===== src/rtl/serial_adder_pkg.sv =====
// Shared types and constants for the bit-serial adder sequencer.
package serial_adder_pkg;

    localparam int unsigned SA_WIDTH = 8;

    typedef enum logic [1:0] {
        ST_IDLE  = 2'd0,
        ST_SHIFT = 2'd1,
        ST_DONE  = 2'd2
    } sa_state_e;

endpackage


===== src/rtl/serial_adder_ctrl_fa.sv =====
// Purely combinational 1-bit full adder used by the serial adder datapath.
module full_adder_1bit (
    input  logic a_i,
    input  logic b_i,
    input  logic cin_i,
    output logic s_o,
    output logic cout_o
);

    always_comb begin
        s_o    = a_i ^ b_i ^ cin_i;
        cout_o = (a_i & b_i) | (a_i & cin_i) | (b_i & cin_i);
    end

endmodule


===== src/rtl/serial_adder_ctrl.sv =====
// Bit-serial adder sequencer: captures operands, shifts them LSB-first through a full adder.
// Optional subtract mode (sub_i port) is enabled by defining SERIAL_ADDER_SUB_EN.
module serial_adder_ctrl
    import serial_adder_pkg::*;
#(
    parameter int unsigned WIDTH = SA_WIDTH
) (
    input  logic             clk,
    input  logic             rst,
    input  logic             start_i,
`ifdef SERIAL_ADDER_SUB_EN
    input  logic             sub_i,
`endif
    input  logic [WIDTH-1:0] a_i,
    input  logic [WIDTH-1:0] b_i,
    output logic             busy_o,
    output logic             shift_en_o,
    output logic             bit_o,
    output logic             carry_o,
    output logic             done_o
);

    localparam int unsigned CNT_W = $clog2(WIDTH);

    sa_state_e        state_q, state_d;
    logic [WIDTH-1:0] a_sr_q, a_sr_d;
    logic [WIDTH-1:0] b_sr_q, b_sr_d;
    logic             carry_q, carry_d;
    logic [CNT_W-1:0] cnt_q, cnt_d;
    logic             fa_s, fa_cout;

    full_adder_1bit u_fa (
        .a_i   (a_sr_q[0]),
        .b_i   (b_sr_q[0]),
        .cin_i (carry_q),
        .s_o   (fa_s),
        .cout_o(fa_cout)
    );

    always_ff @(posedge clk or posedge rst) begin
        if (rst) begin
            state_q <= ST_IDLE;
            a_sr_q  <= '0;
            b_sr_q  <= '0;
            carry_q <= 1'b0;
            cnt_q   <= '0;
        end else begin
            state_q <= state_d;
            a_sr_q  <= a_sr_d;
            b_sr_q  <= b_sr_d;
            carry_q <= carry_d;
            cnt_q   <= cnt_d;
        end
    end

    always_comb begin
        state_d    = state_q;
        a_sr_d     = a_sr_q;
        b_sr_d     = b_sr_q;
        carry_d    = carry_q;
        cnt_d      = cnt_q;
        busy_o     = 1'b0;
        shift_en_o = 1'b0;
        bit_o      = 1'b0;
        carry_o    = 1'b0;
        done_o     = 1'b0;

        unique case (state_q)
            ST_IDLE: begin
                if (start_i) begin
                    a_sr_d  = a_i;
                    b_sr_d  = b_i;
                    carry_d = 1'b0;
                    cnt_d   = '0;
`ifdef SERIAL_ADDER_SUB_EN
                    // A - B as A + ~B + 1
                    if (sub_i) begin
                        b_sr_d  = ~b_i;
                        carry_d = 1'b1;
                    end
`endif
                    state_d = ST_SHIFT;
                end
            end
            ST_SHIFT: begin
                busy_o     = 1'b1;
                shift_en_o = 1'b1;
                bit_o      = fa_s;
                carry_o    = fa_cout;
                a_sr_d     = {1'b0, a_sr_q[WIDTH-1:1]};
                b_sr_d     = {1'b0, b_sr_q[WIDTH-1:1]};
                carry_d    = fa_cout;
                // Counter stops at WIDTH-1; it is reloaded on the next start.
                if (cnt_q == CNT_W'(WIDTH - 1)) begin
                    state_d = ST_DONE;
                end else begin
                    cnt_d = cnt_q + 1'b1;
                end
            end
            ST_DONE: begin
                busy_o  = 1'b1;
                done_o  = 1'b1;
                state_d = ST_IDLE;
            end
            default: begin
                state_d = ST_IDLE;
            end
        endcase
    end

endmodule


===== config.mk =====
export PLATFORM = sky130hd
export DESIGN_NAME = serial_adder_ctrl
export DESIGN_NICKNAME = d
export VERILOG_FILES = /design/src/rtl/serial_adder_pkg.sv /design/src/rtl/serial_adder_ctrl_fa.sv /design/src/rtl/serial_adder_ctrl.sv
export SDC_FILE = /design/constraint.sdc
export NUM_CORES = 1
export LEC_CHECK = 0
export BUFFER_PORTS_ARGS = -buffer_cell sky130_fd_sc_hd__clkbuf_2
export CAP_MARGIN = 20
export CORE_ASPECT_RATIO = 2
export CORE_MARGIN = 5
export CORE_UTILIZATION = 45
export DETAILED_ROUTE_END_ITERATION = 10
export PLACE_DENSITY = 0.68
export SETUP_SLACK_MARGIN = 0.15
export SYNTH_ARGS = -nofsm -noshare
export SYNTH_HDL_FRONTEND = slang
export SYNTH_SLANG_ARGS = --single-unit

===== constraint.sdc =====
create_clock -name clk -period 1.8 [get_ports clk]
set_clock_uncertainty 0.2 [all_clocks]
set_input_delay 0.09 -clock clk [delete_from_list [all_inputs] [get_ports clk]]
set_output_delay 0.09 -clock clk [all_outputs]
set_load 0.05 [all_outputs]

==> parameters.txt, run 1 <==
Parameter                              Value

Power and ir drop
  Largest vdd supply drop    1.04 mV
  Power per unit of standard cell area    1850 mW/mm^2
  Leakage power total    0.821 nW

Worst setup path
  Crit Path Class    reg2out
  Stage delay of the slowest cell on the critical path    0.53 ns
  Cell type group with the largest total delay on the critical path    adder cells
  Crit path launch type    flip-flop
  Crit path arrival time    1.52 ns
  Critical path, cell by cell    fa_1, and2_4, clkbuf_16
  Maximum fanout along the worst path    2
  R2R Path End    state_q[0]
  Register-to-Register Setup Slack    0.06 ns
  Type of element capturing the critical path    output port
  FF-to-FF Start    state_q[0]
  Worst Path Required    1.51 ns
  Library cell contributing the largest single delay on the critical path    fa_1
  Worst reg-to-reg path cell count    5
  CP bufs+invs    1

STA
  Portion of the clock cycle consumed by the worst path in the final layout    100%
  Unrepaired setup endpoints after global routing    yes
  Maximum operating frequency    554 MHz
  Final critical delay including setup and external delays    1.81 ns
  Slew @ Worst Pin    0.294 ns
  Smallest hold slack    -0.00145 ns
  Fin. max-slew vios    0
  Endpoints failing hold    1
  Setup WS post-layout    -0.00534 ns
  Final-report setup violation count    1
  Worst-case headroom to the max-slew limit    80.4%

Clock network
  Max Root-Sink Buffers    2
  H-tree depth    1
  CTS tree    built
  Clock-pin slew reported for the worst setup and hold paths after clock tree synthesis    0.08 ns
  Clk sinks    22
  CTS Buf Count    3
  Clock latency reported for the late side of the worst-skew pair    0.28 ns
  Library cell used as clock root buffer    clkbuf_8

GRT
  Wire length of the first global-routing pass    5110 um
  Overall track demand over capacity in global routing    17.1%
  Number of antenna violations at the first check in global routing    0
  Global Route met2 Usage    28.8%
  Maximum number of pins on one net before global-route repair    23
  Number of global-route vias before repair    1142
  Met1 GRT Util    19.2%
  Gr ovfl total    0
  Layer with the highest usage after global routing    met2
  Met3 routing resource usage after global routing    2.52%

Logic synthesis
  Adder-Cell Fraction of Synth Area    7.33%
  Combinational family with the most area after synthesis    compound AO/OA/AOI/OAI gates
  Number of instances in the synthesized netlist    132
  Fraction of synthesized cell area in xor and xnor cells    0%
  Proportion of synthesized area in mux cells    0.868%
  Share of async-settable or async-resettable flops after synthesis    100%
  Average cell area after synthesis    9.83 sq um
  Cell Area, Synth    0.00130 sq mm
  Number of synthesized register bits    22
  Sequential element share of the synthesized area    42.4%
  Number of enable-type register cells in the synthesized netlist    0
  Post-Synthesis Net Count    158
  Dominant synthesized flop cell    dfrtp_1
  Post-synthesis share of cell area spent on and, or, nand and nor gates    18.7%
  Cell variety after synth    27
  Count of synthesis-stage warnings from yosys    0
  Synth Area in Compound Gates    23.1%

Routing
  Total detailed-routing wirelength    3360 um
  Via density per instance    5.82
  Detailed router's first-iteration violation count    32
  Number of iterations in the first detailed-routing pass    4
  Average routed wire per standard cell    16.7 um
  Number of vias after detailed routing    1169
  Number of remaining DRC errors    0
  Detail Route Antenna Nets    0

Placement
  Number of buffers inserted by port buffering    23
  Placed wire-length estimate    2180 um
  Routability cong.    0.715
  Total cell area at the placement stage    0.00148 sq mm

Die
  Initial Utilization    46.8%
  Core area    0.00277 sq mm
  Vertical die dimension    85.9 um
  FP Rows    27
  Boundary Pins    24
  Die width    48.0 um
  Die area    0.00412 sq mm

Min path
  Instance count along the most critical hold path    4
  HP Class    in2reg
  Hold-critical path endpoint    b_sr_q[0]
  Hold Startpoint    b_i[0]

Cells and area
  Fraction of final layout cells with drive strength greater than 1    41.9%
  Final nets    199
  Final cell utilization of the core    64.7%
  Diode insertion count for antenna repair    0
  Final design area excluding fillers    0.00179 sq mm
  Area delta synth->final    38.2%

Job
  # Max-Cap Violations    0

Status
  Violated checks    negative hold slack, negative setup slack
  Outcome    finished, violations left
[worst min-delay path, cell delays in order]
cell,delay [ns]
clkbuf_2,0.07
nand3_1,0.05
a21oi_1,0.12
a221o_1,0.11
[how the worst max path moves through the flow]
stage	startpoint	endpoint	slack, ns	depth (start not counted)
2_1_floorplan	state_q[1]	a_sr_q[6]	0.03	7
3_3_place_gp	cnt_q[0]	cnt_q[0]	0.06	5
3_5_place_dp	state_q[0]	a_sr_q[5]	0.04	5
4_1_cts	carry_q	bit_o	0.006	3
5_1_grt	carry_q	bit_o	-0.04	3
6_report	carry_q	bit_o	-0.005	3
[per-layer routing]
layer | vias up | wire length (um)
met5 | - | 0
met4 | 0 | 79
met3 | 7 | 123
met2 | 31 | 1900
met1 | 575 | 1260
li1 | 556 | -
[state kept, by name, indices dropped and copies added, names as in the netlist]
signal,count
b_sr_q,8
a_sr_q,8
state_q,2
cnt_q,3
carry_q,1
[through the flow]
step	hold slack, ns	power [mW]	setup TNS, ns	setup WS, ns	std cells
floorplan	-0.121	2.17	0	0.0278	132
global placement	-0.0775	2.37	0	0.0571	182
detailed placement	-0.0763	2.44	0	0.0373	182
CTS	0.00458	3.03	0	0.00604	195
global route	0.0398	3.52	-0.0504	-0.0376	201
finish	-0.00145	3.32	-0.00534	-0.00534	201
[power by group]
| part | internal, mW | total, mW | switching (mW) |
|---|---|---|---|
| clock | 0.196 | 0.373 | 0.177 |
| combinational | 1.06 | 2.07 | 1.01 |
| sequential | 0.702 | 0.874 | 0.172 |
[timing repair]
action | in CTS | in global routing
cloned | 1 | 2
pin swaps | 1 | 21
endpoints found under the hold margin | 25 | 0
hold buffers | 4 | 0
endpoints found under the setup margin | 21 | 22
gates resized for setup | 16 | 26
buffers inserted | 4 | 4
[synth_stat cells (3+ instances only)]
| master | count | area share, % |
|---|---|---|
| nand3_1 | 13 | 5.0 |
| inv_1 | 7 | 2.0 |
| nand2b_1 | 14 | 6.7 |
| ha_1 | 6 | 5.8 |
| clkbuf_1 | 6 | 1.7 |
| dfrtp_1 | 22 | 42 |
| nand2_1 | 5 | 1.4 |
| o21ai_0 | 4 | 1.5 |
| a21oi_1 | 14 | 5.4 |
| a22o_1 | 4 | 2.7 |
| buf_6 | 3 | 2.6 |
| buf_2 | 3 | 1.2 |
| a221o_1 | 12 | 9.3 |
[final cells by class]
cell class,instances,area (sq um)
fillers,213,977
repair buffers,47,375
flip-flops and latches,22,551
multi-input cells,92,749
clock buffers,4,55.1
well taps,29,36.3
inverters,7,26.3
[cell families (layout without fill, tap and decap cells)]
kind of cell | count (synthesis) | count (layout)
flops | 22 | 22
mux | 1 | 1
compound gates | 40 | 40
buf+inv | 19 | 58
fa+ha+maj | 7 | 7
simple gates | 43 | 44
[placed cells by master, fill, tap and decap left out, types with 4 or more instances in the layout]
master         synthesis  final
and2_4                 1      4
a21oi_1               14     13
inv_1                  7      5
nand2_1                5      4
dfrtp_1               22     22
a221o_1               12     12
clkbuf_2               0     18
nand2b_1              14     14
a22o_1                 4      4
dlygate4sd3_1          0      4
nand3_1               13     13
o21ai_2                0      5
buf_6                  3      8
buf_4                  0     12
clkbuf_8               0      6
No activity file was read; power rests on OpenSTA's default activity.
==> run 2, diff against run 1 <==
--- a/config.mk
+++ b/config.mk
@@ -12,6 +12,7 @@
 export CORE_UTILIZATION = 45
 export DETAILED_ROUTE_END_ITERATION = 10
 export PLACE_DENSITY = 0.68
+export RECOVER_POWER = 25
 export SETUP_SLACK_MARGIN = 0.15
 export SYNTH_ARGS = -nofsm -noshare
 export SYNTH_HDL_FRONTEND = slang
==> parameters.txt, run 2 (synthesis gave the netlist of run 1 again) <==
Parameter                              Value

Placement
  Number of buffers inserted by port buffering    23
  Placed wire-length estimate    2180 um
  Minimum setup slack after placement    0.0373 ns
  Routability cong.    0.715

Cells and area
  Fraction of final layout cells with drive strength greater than 1    41.9%
  Final cell utilization of the core    64.6%
  Commonest cells after routing, fill and taps aside    dfrtp_1 (22), clkbuf_2 (19), nand2b_1 (14)
  Diode insertion count for antenna repair    0
  Final nets    199
  Largest registers ranked by flip-flop count    a_sr_q: 8 flops, b_sr_q: 8 flops, cnt_q: 3 flops
  Most common cell after layout, fill and taps aside    dfrtp_1
  Area delta synth->final    38.0%

Die
  Die width    48.0 um
  Vertical die dimension    85.9 um
  Boundary Pins    24
  Core area    0.00277 sq mm
  FP Rows    27
  Die area    0.00412 sq mm
  Initial Utilization    46.8%

Power and ir drop
  Tot Pwr    3.32 mW
  Switching power    1.36 mW
  Sequential Power Share    26.4%
  Power per unit of standard cell area    1850 mW/mm^2
  Leakage power total    0.820 nW
  Comb pwr share    62.4%
  Largest vdd supply drop    1.04 mV
  Internal power of the cells    1.96 mW
  Switching part of the total power    40.9%
  Clock network fraction of total power    11.2%

Status
  Outcome    finished, violations left
  Violated checks    negative hold slack, negative setup slack

STA
  Final critical delay including setup and external delays    1.81 ns
  Final-report setup violation count    1
  Setup WS post-layout    -0.00534 ns
  Unrepaired setup endpoints after global routing    yes
  Maximum operating frequency    554 MHz
  Smallest hold slack    -0.00145 ns
  Fin. max-slew vios    0
  Final setup TNS    -0.00534 ns
  Worst-case headroom to the max-slew limit    61.9%
  Portion of the clock cycle consumed by the worst path in the final layout    100%
  Endpoints failing hold    1
  Slew @ Worst Pin    0.572 ns

Routing
  Number of remaining DRC errors    0
  Detailed router's first-iteration violation count    32
  Number of iterations in the first detailed-routing pass    4
  Number of vias after detailed routing    1169
  Via density per instance    5.82
  Average routed wire per standard cell    16.7 um
  Total detailed-routing wirelength    3360 um
  Detail Route Antenna Nets    0

GRT
  Overall track demand over capacity in global routing    17.1%
  Wire length of the first global-routing pass    5110 um
  Number of global-route vias before repair    1142
  Maximum number of pins on one net before global-route repair    23
  Gr ovfl total    0
  Number of antenna violations at the first check in global routing    0

Worst setup path
  Crit path launch type    flip-flop
  Crit Path Class    reg2out
  Type of element capturing the critical path    output port
  Worst Path Required    1.51 ns
  Crit path arrival time    1.52 ns
  Maximum fanout along the worst path    2

Clock network
  CTS tree    built
  Library cell used as clock root buffer    clkbuf_8
  Clk sinks    22
  Clock-pin slew reported for the worst setup and hold paths after clock tree synthesis    0.08 ns
  Max Root-Sink Buffers    2
  Clock latency reported for the late side of the worst-skew pair    0.28 ns
  H-tree depth    1
  CTS Buf Count    3

Job
  # Max-Cap Violations    0

Min path
  HP Class    in2reg
==> run 2: cell types whose count changed in the layout (fill, tap and decap cells not counted), sizes merged <==
cell / before / now
buf: 21 / 20
clkbuf: 26 / 27
==> run 2: cell type report <==
type | count | area [sq um]
inverter | 7 | 26.3
fill | 213 | 980
clock buffer | 4 | 55.1
multi-input combinational | 92 | 749
tap | 29 | 36.3
timing repair buffer | 47 | 373
sequential | 22 | 551
==> run 2: repair_timing <==
action / in CTS / in global routing
hold buffers: 4 / 0
pin swaps: 1 / 21
endpoints found under the setup margin: 21 / 22
setup buffers: 4 / 4
endpoints found under the hold margin: 25 / 0
gates cloned: 1 / 2
gates resized for setup: 16 / 26
==> run 2: critical path, stage by stage (launching register included) <==
cell	delay (ns)
dfrtp_1	0.41
fa_1	0.53
and2_4	0.14
clkbuf_16	0.15
==> run 2: per-stage QoR <==
stage | cell area (sq um) | hold slack (ns) | cells
after floorplan | 1350 | -0.121 | 132
after global placement | 1480 | -0.0775 | 182
after detailed placement | 1480 | -0.0763 | 182
after CTS | 1680 | 0.00458 | 195
after global routing | 1790 | 0.0398 | 201
final | 1790 | -0.00145 | 201
==> run 2: metal layers <==
| metal | track usage [%] | vias to the layer above | part of all wire [%] |
|---|---|---|---|
| met4 | 8.82 | 0 | 2.4 |
| met3 | 2.52 | 7 | 3.7 |
| met2 | 28.8 | 31 | 57 |
| li1 | - | 556 | - |
| met5 | 0 | - | 0 |
| met1 | 19.2 | 575 | 37 |
==> run 2: power by group through the flow <==
| stage | Combinational (mW) | Sequential, mW | Clock, mW |
|---|---|---|---|
| global route | 2.23 | 0.896 | 0.392 |
| floorplan | 1.34 | 0.831 | 0 |
| finish | 2.07 | 0.874 | 0.373 |
| detailed placement | 1.56 | 0.879 | 0 |
| CTS | 1.80 | 0.864 | 0.374 |
| global placement | 1.51 | 0.867 | 0 |
==> run 2: worst paths after layout <==
path / slack [ns] / start / endpoint / depth (start not counted)
min reg2reg: 0.33 / a_sr_q[7] / a_sr_q[7] / 2
max in group asynchronous: 0.76 / rst / b_sr_q[6] / 4
max: -0.005 / carry_q / bit_o / 3
min in group asynchronous: 0.27 / rst / a_sr_q[7] / 4
min: -0.001 / b_i[0] / b_sr_q[0] / 4
max reg2reg: 0.06 / state_q[0] / state_q[0] / 5
==> run 3, diff against run 2 <==
--- a/config.mk
+++ b/config.mk
@@ -5,13 +5,14 @@
 export SDC_FILE = /design/constraint.sdc
 export NUM_CORES = 1
 export LEC_CHECK = 0
+export ABC_CLOCK_PERIOD_IN_PS = 1800
 export BUFFER_PORTS_ARGS = -buffer_cell sky130_fd_sc_hd__clkbuf_2
 export CAP_MARGIN = 20
 export CORE_ASPECT_RATIO = 2
 export CORE_MARGIN = 5
-export CORE_UTILIZATION = 45
+export CORE_UTILIZATION = 49
 export DETAILED_ROUTE_END_ITERATION = 10
-export PLACE_DENSITY = 0.68
+export PLACE_DENSITY = 0.74
 export RECOVER_POWER = 25
 export SETUP_SLACK_MARGIN = 0.15
 export SYNTH_ARGS = -nofsm -noshare
==> parameters.txt, run 3 (synthesis gave the netlist of run 1 again) <==
Parameter                              Value

Worst setup path
  Crit Path Class    reg2out
  Stage delay of the slowest cell on the critical path    0.54 ns
  Crit path arrival time    1.50 ns
  Library cell contributing the largest single delay on the critical path    fa_1
  CP bufs+invs    1
  Register-to-Register Setup Slack    0.07 ns
  Cell type group with the largest total delay on the critical path    adder cells
  Crit path launch type    flip-flop
  Critical path, cell by cell    fa_1, and2_4, clkbuf_16
  Worst Path Required    1.51 ns
  Type of element capturing the critical path    output port
  Maximum fanout along the worst path    2

GRT
  Number of antenna violations at the first check in global routing    0
  Wire length of the first global-routing pass    5640 um
  Maximum number of pins on one net before global-route repair    23
  Gr ovfl total    0
  Overall track demand over capacity in global routing    20.0%
  Number of global-route vias before repair    1278

Routing
  Average routed wire per standard cell    19.3 um
  Detail Route Antenna Nets    0
  Via density per instance    6.07
  Detailed router's first-iteration violation count    39
  Total detailed-routing wirelength    3990 um
  Number of vias after detailed routing    1257
  Number of iterations in the first detailed-routing pass    4
  Number of remaining DRC errors    0

Die
  Die area    0.00384 sq mm
  Die width    46.4 um
  FP Rows    26
  Initial Utilization    51.1%
  Core area    0.00254 sq mm
  Vertical die dimension    82.8 um
  Boundary Pins    24

Cells and area
  Most common cell after layout, fill and taps aside    dfrtp_1
  Fraction of final layout cells with drive strength greater than 1    52.5%
  Area delta synth->final    54.5%
  Final design area excluding fillers    0.00200 sq mm
  Sequential Area    552 sq um
  Final nets    207
  Number of fill cells in the layout    170
  Largest registers ranked by flip-flop count    a_sr_q: 8 flops, b_sr_q: 8 flops, cnt_q: 3 flops
  Commonest cells after routing, fill and taps aside    dfrtp_1 (21), clkbuf_2 (20), buf_4 (14)
  Multi-input logic area    881 sq um
  Diode insertion count for antenna repair    0

Clock network
  Library cell used as clock root buffer    clkbuf_8
  Clock latency reported for the late side of the worst-skew pair    0.26 ns
  Clock-pin slew reported for the worst setup and hold paths after clock tree synthesis    0.07 ns
  Max Root-Sink Buffers    2
  H-tree depth    1
  Clk sinks    22
  CTS tree    built
  CTS Buf Count    3

STA
  Fin. max-slew vios    0
  Endpoints failing hold    0
  Final critical delay including setup and external delays    1.79 ns
  Final-report setup violation count    0
  Smallest hold slack    0.0345 ns
  Portion of the clock cycle consumed by the worst path in the final layout    99.6%
  Slew @ Worst Pin    0.602 ns
  Maximum operating frequency    558 MHz
  Worst-case headroom to the max-slew limit    59.8%
  Unrepaired setup endpoints after global routing    yes

Power and ir drop
  Power per unit of standard cell area    1790 mW/mm^2
  Largest vdd supply drop    1.51 mV
  Comb pwr share    66.9%
  Internal power of the cells    2.09 mW
  Clock network fraction of total power    8.5%
  Sequential Power Share    24.6%
  Switching power    1.50 mW
  Switching part of the total power    41.7%
  Leakage power total    0.888 nW

Placement
  Number of buffers inserted by port buffering    23
  Total cell area at the placement stage    0.00148 sq mm
  Placed wire-length estimate    2190 um
  Routability cong.    0.740

Min path
  HP Class    in2reg

Status
  Outcome    complete, no violations

Job
  # Max-Cap Violations    0
-- run 3: cell types whose count changed in the layout (fill, tap and decap cells not counted), moves of 2 or more --
cell,before,now
a21oi_1,13,6
a21oi_2,1,8
nand3_1,13,6
nand3_4,0,7
buf_4,11,14
nand2b_1,14,11
nand2b_4,1,4
buf_8,0,2
o21ai_2,5,3
-- run 3: cell type report --
type,instances,area share [%]
Clock buffer,3,2.06
Inverter,7,1.31
Timing Repair Buffer,55,23.4
Sequential cell,22,27.5
Multi-Input combinational cell,92,43.9
Tap cell,28,1.75
-- run 3: repair_timing --
action | in CTS | in global routing
pin swaps | 1 | 22
hold endpoints to repair | 26 | 0
cloned | 1 | 3
endpoints found under the setup margin | 19 | 22
buffers inserted | 7 | 7
gates resized for setup | 16 | 51
hold buffers | 5 | 0
-- run 3: tightest hold or removal path: stages --
cell	delay, ns
clkbuf_2	0.09
nand3_1	0.06
a21oi_1	0.12
a221o_1	0.11
-- run 3: per-layer routing --
metal / vias up / wire (um) / global-route usage (%)
met4: 0 / 117 / 9.12
met2: 40 / 2280 / 35.2
met3: 15 / 152 / 2.16
li1: 571 / - / -
met1: 631 / 1440 / 23.0
met5: - / 0 / 0
-- run 3: power groups by stage --
stage	logic (mW)	registers, mW	clock network [mW]
floorplan	1.34	0.831	0
global placement	1.51	0.860	0
detailed placement	1.56	0.875	0
CTS	1.84	0.863	0.308
global route	2.56	0.909	0.327
finish	2.40	0.885	0.305
-- run 3: worst paths after layout --
check                           start         end  depth (start not counted)
setup / recovery              carry_q       bit_o                          3
hold / removal                 a_i[3]   a_sr_q[3]                          4
setup reg to reg           state_q[0]    cnt_q[2]                          6
hold reg to reg             a_sr_q[7]   a_sr_q[7]                          2
max in group asynchronous         rst  state_q[0]                          4
min in group asynchronous         rst  state_q[1]                          4
-- run 3: through the flow --
stage	total power [mW]	worst slack, ns	TNS [ns]	cells	utilization, %
finish	3.59	0.00761	0	207	79.0
global placement	2.37	0.118	0	181	58.4
floorplan	2.17	0.0278	0	132	-
detailed placement	2.43	0.0475	0	181	58.4
global route	3.80	-0.0343	-0.0343	207	79.0
CTS	3.02	0.00407	0	197	67.1
